$ cat src/rtl/alu_exec.sv
// Multi-cycle ALU with a valid/ready handshake on both sides. Shifts run one bit per cycle,
// and a 16-bit counter records every result taken by the consumer.

package definitions;
    typedef enum logic [2:0] {
        ADD = 3'b000,
        SUB = 3'b001,
        SLL = 3'b010,
        SRL = 3'b011,
        EQU = 3'b100,
        GTR = 3'b101,
        AND = 3'b110,
        XOR = 3'b111
    } ALU_Ops;
endpackage

module alu_exec #(
    parameter int W = 8
) (
    input  logic                clk,
    input  logic                reset,
    input  logic                in_valid,
    output logic                in_ready,
    input  definitions::ALU_Ops op,
    input  logic [W-1:0]        a,
    input  logic [W-1:0]        b,
    output logic                out_valid,
    input  logic                out_ready,
    output logic [W-1:0]        result,
    output logic                carry,
    output logic                zero,
    output logic [15:0]         ops_done
);
    import definitions::*;

    localparam int SW = $clog2(W);

    typedef enum logic [1:0] {IDLE, SHIFT, DONE} state_t;

    state_t        state, state_d;
    logic [W-1:0]  result_d;
    logic          carry_d, zero_d;
    logic [SW-1:0] count, count_d;
    logic          left, left_d;
    logic [15:0]   ops_d;
    logic [W:0]    sum;
    logic [SW-1:0] amount;

    assign sum       = {1'b0, a} + {1'b0, b};
    assign amount    = b[SW-1:0];
    assign in_ready  = (state == IDLE);
    assign out_valid = (state == DONE);

    // The result register doubles as the shift register while in SHIFT.
    always_comb begin
        // NOTE: every signal gets a default first so no path leaves it unassigned (no latches).
        state_d  = state;
        result_d = result;
        carry_d  = carry;
        zero_d   = zero;
        count_d  = count;
        left_d   = left;
        ops_d    = ops_done;

        case (state)
            IDLE: begin
                if (in_valid) begin
                    carry_d = 1'b0;
                    state_d = DONE;
                    case (op)
                        ADD: {carry_d, result_d} = sum;
                        SUB: begin
                            result_d = a - b;
                            carry_d  = (a < b);
                        end
                        SLL, SRL: begin
                            result_d = a;
                            left_d   = (op == SLL);
                            count_d  = amount;
                            if (amount != '0) state_d = SHIFT;
                        end
                        EQU:     result_d = {{(W-1){1'b0}}, a == b};
                        GTR:     result_d = {{(W-1){1'b0}}, a > b};
                        AND:     result_d = a & b;
                        default: result_d = a ^ b;
                    endcase
                    zero_d = (result_d == '0);
                end
            end
            SHIFT: begin
                if (left) {carry_d, result_d} = {result, 1'b0};
                else      {result_d, carry_d} = {1'b0, result};
                zero_d  = (result_d == '0);
                count_d = count - SW'(1);
                if (count == SW'(1)) state_d = DONE;
            end
            DONE: begin
                if (out_ready) begin
                    state_d = IDLE;
                    ops_d   = ops_done + 16'd1;
                end
            end
            default: state_d = IDLE;
        endcase
    end

    always_ff @(posedge clk or posedge reset) begin
        if (reset) begin
            state    <= IDLE;
            result   <= '0;
            carry    <= 1'b0;
            zero     <= 1'b0;
            count    <= '0;
            left     <= 1'b0;
            ops_done <= 16'd0;
        end else begin
            // NOTE: non-blocking assignments so every register samples pre-edge values.
            state    <= state_d;
            result   <= result_d;
            carry    <= carry_d;
            zero     <= zero_d;
            count    <= count_d;
            left     <= left_d;
            ops_done <= ops_d;
        end
    end

endmodule

$ cat config.mk
export PLATFORM = sky130hd
export DESIGN_NAME = alu_exec
export DESIGN_NICKNAME = d
export VERILOG_FILES = /design/src/rtl/alu_exec.sv
export SDC_FILE = /design/constraint.sdc
export NUM_CORES = 1
export LEC_CHECK = 0
export BUFFER_PORTS_ARGS = -buffer_cell sky130_fd_sc_hd__buf_4
export CAP_MARGIN = 10
export CORE_ASPECT_RATIO = 0.5
export CORE_UTILIZATION = 35
export DETAILED_ROUTE_END_ITERATION = 6
export SLEW_MARGIN = 20
export SYNTH_ARGS = -nofsm -noshare
export SYNTH_HDL_FRONTEND = slang
export SYNTH_SLANG_ARGS = --single-unit
$ cat constraint.sdc
create_clock -name clk -period 3.6 [get_ports clk]
set_clock_uncertainty 0.1 [all_clocks]
set_input_delay 0.36 -clock clk [delete_from_list [all_inputs] [get_ports clk]]
set_output_delay 0.36 -clock clk [all_outputs]
set_load 0.01 [all_outputs]
# Yosys cells after proc, flatten, opt, wreduce, memory -nomap -nowiden
# Index checks and enable logic that the tools add are counted.
[totals] regBits=32 latchBits=0 mem_bits_rw=0 romBits=0 out_inout_bits=28 n_memories=0
[classes] addsub=4 multipliers=0 n_div=0 n_lt_le_gt_ge=2 n_eq_ne=14 n_shift=0 muxes=22 bitwise_logic=2 n_reduce_logical=12
[op_table] operator="one-hot mux 8 bit (6 select lines)" count=1
[op_table] operator="2-to-1 mux 8 bit" count=5
[op_table] operator="adder 16 x 1 -> 16 bit (second input constant)" count=1
[op_table] operator="zero test 8 bit" count=2
[op_table] operator="one-hot mux 8 bit (2 select lines)" count=1
[op_table] operator="2-to-1 mux 2 bit" count=5
[op_table] operator="adder 8 x 8 -> 9 bit" count=1
[op_table] operator="== test 3 bit (second input constant)" count=3
[op_table] operator="AND reduction 3 bit" count=3
[op_table] operator="bitwise AND 8 bit" count=1
[op_table] operator="== test 8 bit" count=1
[op_table] operator="greater-than comparator 8 bit" count=1
[op_table] operator="less-than comparator 8 bit" count=1
[op_table] operator="subtractor 8 bit" count=1
[op_table] operator="XOR 8 bit" count=1
[op_table] operator="== test 3 x 1 -> 1 bit (second input constant)" count=2
[op_table] operator="== test 3 x 2 -> 1 bit (second input constant)" count=2
[op_table] operator="2-to-1 mux 3 bit" count=2
[op_table] operator="one-hot mux 1 bit (2 select lines)" count=3
[op_table] operator="one-hot mux 2 bit (3 select lines)" count=1
[op_table] operator="one-hot mux 3 bit (2 select lines)" count=1
[op_table] operator="!= test 2 x 1 -> 1 bit (second input constant)" count=2
[op_table] operator="!= test 2 bit (second input constant)" count=2
[op_table] operator="AND reduction 2 bit" count=2
[op_table] operator="other kinds (9)" count=11

# Longest topological paths before layout
[depth] ltp_word=8 depth_mapped=11 depth_no_buf=11

# Worst setup path after synthesis
# No wires, ideal clock.
[synth_timing] path_type="input to register" start="input b[1]" end="register zero" setup_time_ps=95 t_arrival_ps=2323 required_time_ps=3405 slack_ps=1082 cell_stages=9 n_path_buf=0 path_cell_list="inv_1 -> ha_1 -> nor2b_1 -> o21a_1 -> o31a_1 -> o41ai_1 -> mux2_2 -> or2_2 -> o31ai_1"
[synth_via] elab_chain_len=7 elab_cells_between_ends=12 cone_classes="2 x add/sub; 1 x order compare; 1 x eq/ne; 5 x mux; 2 x bitwise; 1 x reduce/logical"
[synth_rtl] item="start: declaration" line_no="26" source="input logic [W-1:0] b,"
[synth_rtl] item="subtractor 8 bit (tied with other cells)" line_no="73" source="result_d = a - b;"
[synth_rtl] item="one-hot mux 8 bit (6 select lines) *" line_no="70" source="case (op)"
[synth_rtl] item="2-to-1 mux 8 bit *" line_no="67" source="if (in_valid) begin"
[synth_rtl] item="2-to-1 mux 8 bit *" line_no="65" source="case (state)"
[synth_rtl] item="zero test 8 bit *" line_no="87" source="zero_d = (result_d == '0);"
[synth_rtl] item="2-to-1 mux 1 bit *" line_no="67"
[synth_rtl] item="one-hot mux 1 bit (2 select lines) *" line_no="65"
[synth_rtl] item="end signal: assignment" line_no="121" source="zero <= zero_d;"
[synth_rtl] item="end: declaration" line_no="31" source="output logic zero,"
# Mark *: on every way between the ends. The rest lies on a longest branch, timed or not. The select of a mux whose other input is x is not followed.
# A chain may end at the register's enable or synchronous reset.

# Final worst setup path
[layout_timing] start="input a[0]" end="register zero"
[layout_via] elab_chain_len=7 elab_cells_between_ends=12 cone_classes="2 x add/sub; 1 x order compare; 1 x eq/ne; 5 x mux; 2 x bitwise; 1 x reduce/logical"
[layout_rtl] item="start: declaration" line_no="25" source="input logic [W-1:0] a,"
[layout_rtl] item="subtractor 8 bit (tied with other cells)" line_no="73"
[layout_rtl] item="one-hot mux 8 bit (6 select lines) *" line_no="70"
[layout_rtl] item="2-to-1 mux 8 bit *" line_no="67"
[layout_rtl] item="2-to-1 mux 8 bit *" line_no="65"
[layout_rtl] item="zero test 8 bit *" line_no="87"
[layout_rtl] item="2-to-1 mux 1 bit *" line_no="67"
[layout_rtl] item="one-hot mux 1 bit (2 select lines) *" line_no="65"
# Marks and branches as above.

==> flow_metrics.env <==
export IMPL_flow_area_growth_from_synthesis_pct=21.9
export IMPL_fp_dieW_um=128
export IMPL_coreArea_um2=7490
export IMPL_data_arrival_at_the_endpoint_of_the_critical_path_ps=2640
export IMPL_clk_insertion_delay_late_ps=280
export IMPL_sw_frac_of_total=0.376
export IMPL_sum_neg_setup_slack_ps=0
export IMPL_reported_net_switching_power_uw=692
export IMPL_critical_path_required_ps=3680
export IMPL_post_layout_nonfiller_instances=493
export IMPL_rr_endpoint="ops_done[11]"
export IMPL_tightest_slew_ps=529
export IMPL_grt_busiest_layer="met2"
export IMPL_groute_layer_met2_usage=0.310
export IMPL_grt_pass1_wl_mm=12.4
export IMPL_timing_final_crit_share=0.711
export IMPL_power_share_combinational=0.400
export IMPL_synth_cells_most_frequent="sky130_fd_sc_hd__a21oi_1 (32), sky130_fd_sc_hd__dfrtp_1 (32), sky130_fd_sc_hd__nor2_1 (32), sky130_fd_sc_hd__nand2_1 (29), sky130_fd_sc_hd__inv_1 (25)"
export IMPL_floorplan_die_area_um2=8300
export IMPL_cellInternalPower_mw=1.15
export IMPL_ys_seq_elements=32
export IMPL_row_count=22
export IMPL_die_h_um=64.9
export IMPL_drt_total_wl_mm=7.22
export IMPL_worstSetupStartpointType="input pin"
export IMPL_synthesis_instances=342
export IMPL_syn_nets=386
export IMPL_grt_setup_unrepaired="false"
export IMPL_cts_hold_buf=0
export IMPL_multi_input_gate_area_um2=1790
export IMPL_firstDrtPassIters=4
export IMPL_worstPathMaxFanout=3
export IMPL_design_portCount=51
export IMPL_ctsLongestPathBuffers=2
export IMPL_met1_usage=0.257
export IMPL_maxCapViolCount=0
export IMPL_cts_made_buffers=5
export IMPL_tritoncts="yes"
export IMPL_clkSlewWorstSetupHoldPaths_ps=50
export IMPL_synth_yosys_seq_area_share=0.289
export IMPL_p_clk_frac=0.258
export IMPL_vias_per_cell=5.25
export IMPL_cts_root_buffer="sky130_fd_sc_hd__clkbuf_16"
export IMPL_synth_edff_count=0
export IMPL_port_buffers=50
export IMPL_yosys_cell_types_count=61
export IMPL_total_via_count_in_the_routed_design=2590
export IMPL_synth_main_ff_cell="sky130_fd_sc_hd__dfrtp_1"
export IMPL_clock_sinks=32
export IMPL_leakagePower_nw=1.57
export IMPL_path_class="in2reg"
export IMPL_cp_end_kind="flip-flop"
export IMPL_fillerInstances=778
export IMPL_first_global_vias=2533
export IMPL_grt_start_max_net_pins=33
export IMPL_report_final_slew_viol_count=0
export IMPL_met3_track_utilization_from_global_routing=0.0355
export IMPL_power_density_cell_area_nw_per_um2=544
export IMPL_post_synth_main_area_contributors="sky130_fd_sc_hd__dfrtp_1 (29%), sky130_fd_sc_hd__ha_1 (8.6%), sky130_fd_sc_hd__a21oi_1 (5.8%)"
export IMPL_numPlacedInstances=485
export IMPL_final_period_minus_worst_setup_slack_ps=2560
export IMPL_antenna_found_initial=0
export IMPL_drive_above_1_share=0.192
export IMPL_final_hold_violation_count=0
export IMPL_initial_utilization=0.370
export IMPL_totalPowerFinal_mw=1.84
export IMPL_place_congestion=0.909
export IMPL_status="finished clean"
export IMPL_globalRouteOverflowTotal=0
export IMPL_max_vdd_ir_drop_uv=225
export IMPL_syn_mean_instance_area_um2=8.11
export IMPL_wl_per_cell_um=14.6
export IMPL_reg2reg_from="state[0]"
export IMPL_synthDominantAreaCellType="sky130_fd_sc_hd__dfrtp_1"
export IMPL_detail_route_iter0_violations=134
export IMPL_synth_top_cell_area_share=0.289
export IMPL_design_final_nets=428
export IMPL_postCtsSetupBuffers=0
export IMPL_setup_violations=0
export IMPL_netlist_area_pre_place_um2=2770
export IMPL_num_antenna_cells=0
export IMPL_post_cts_resized=0
export IMPL_place_hpwl_mm=5.51
export IMPL_htree_num_levels=2
export IMPL_place_ws_ps=781
export IMPL_groute_usage_overall=0.188
export IMPL_fmax_ghz=0.391
export IMPL_ys_warnings_count=0
export IMPL_seq_power_share=0.343
export IMPL_final_seq_area_um2=801
export IMPL_ff2ff_path_depth=7
export IMPL_min_path_type="in2async"
export IMPL_detailed_route_drc_error_count=0
export IMPL_asyncSetResetFlopFracSynth=1.00
export IMPL_final_critical_path_setup_slack_ps=1040
export IMPL_timing_slew_headroom=0.645
export IMPL_ant_nets=0
export IMPL_r2r_setup_slack_ps=1520
through the flow:
step	utilization	area (um2)	hold slack, ps
global route	0.451	3380	127
CTS	0.451	3380	86.5
floorplan	-	2770	350
detailed placement	0.429	3220	374
finish	0.451	3380	73.5
global placement	0.429	3220	367
sequential cells by signal (all words and copies together), names as in the netlist:
signal    count
ops_done     16
result        8
count         3
state         2
carry         1
left          1
zero          1
worst max-delay path by stage:
stage,endpoint,depth (start not counted),start
after detailed placement,zero,12,a[0]
final,zero,12,a[0]
after global placement,zero,10,b[1]
after floorplan,zero,9,b[1]
after CTS,zero,12,a[0]
after global routing,zero,12,a[0]
power by group through the flow:
| stage | combinational (mW) | sequential, mW | clock, mW |
|---|---|---|---|
| finish | 0.735 | 0.630 | 0.474 |
| global route | 0.825 | 0.651 | 0.502 |
| CTS | 0.738 | 0.629 | 0.486 |
| detailed placement | 0.735 | 0.634 | 0 |
| global placement | 0.725 | 0.630 | 0 |
| floorplan | 0.474 | 0.602 | 0 |
logic make-up (layout without fill, tap and decap cells):
| logic type | Yosys count | after routing | share of synthesized area |
|---|---|---|---|
| AO/OA/AOI/OAI | 97 | 97 | 0.234 |
| XOR/XNOR | 15 | 15 | 0.0474 |
| AND/OR/NAND/NOR | 124 | 124 | 0.226 |
| adder cells (fa/ha/maj) | 21 | 21 | 0.100 |
| flip-flops | 32 | 32 | 0.289 |
| multiplexers | 10 | 10 | 0.0384 |
| buffers and inverters | 43 | 86 | 0.0650 |
cells in the final DEF, fill, tap and decap left out, types with 3 or more instances in the layout:
cell type                   instances
sky130_fd_sc_hd__nor2b_1            8
sky130_fd_sc_hd__and3_1             3
sky130_fd_sc_hd__and4_1             3
sky130_fd_sc_hd__mux2i_1            5
sky130_fd_sc_hd__o31ai_1            4
sky130_fd_sc_hd__nand3_1            7
sky130_fd_sc_hd__a211oi_2           3
sky130_fd_sc_hd__xnor2_1           11
sky130_fd_sc_hd__nor3_1             7
sky130_fd_sc_hd__ha_1              19
sky130_fd_sc_hd__xor2_1             4
sky130_fd_sc_hd__dfrtp_1           32
sky130_fd_sc_hd__a21oi_1           32
sky130_fd_sc_hd__o22ai_1            3
sky130_fd_sc_hd__o21ai_1            3
sky130_fd_sc_hd__nor2_1            32
sky130_fd_sc_hd__inv_1             25
sky130_fd_sc_hd__nand2b_1          13
sky130_fd_sc_hd__nand4_1            9
sky130_fd_sc_hd__a31oi_1            3
sky130_fd_sc_hd__nand2_1           29
sky130_fd_sc_hd__buf_4             52
sky130_fd_sc_hd__a211oi_1           4
sky130_fd_sc_hd__mux2_2             5
sky130_fd_sc_hd__o21ai_0           17
sky130_fd_sc_hd__clkbuf_16          5
area by class of cell:
| class | count | share of cell area |
|---|---|---|
| inverters | 26 | 0.0289 |
| clock inverters | 2 | 0.0104 |
| multi-input cells | 267 | 0.530 |
| flip-flops and latches | 32 | 0.237 |
| repair buffers | 52 | 0.116 |
| well taps | 108 | 0.0400 |
| clock buffers | 6 | 0.0381 |
per-layer routing:
metal | share of wire | wire (um)
met1 | 0.48 | 3450
met2 | 0.45 | 3250
met3 | 0.065 | 467
met4 | 0.0079 | 57
met5 | 0 | 0
critical path: stages:
cell and delay [ps]:
sky130_fd_sc_hd__buf_4 110, sky130_fd_sc_hd__inv_1 70, sky130_fd_sc_hd__ha_1 170, sky130_fd_sc_hd__inv_1 60
sky130_fd_sc_hd__fa_1 370, sky130_fd_sc_hd__a21o_1 210, sky130_fd_sc_hd__a211oi_2 260, sky130_fd_sc_hd__nor3_1 90
sky130_fd_sc_hd__a311o_1 360, sky130_fd_sc_hd__a211oi_2 230, sky130_fd_sc_hd__nand4_1 110, sky130_fd_sc_hd__o31ai_1 240
Power figures use the tool's default switching activity.
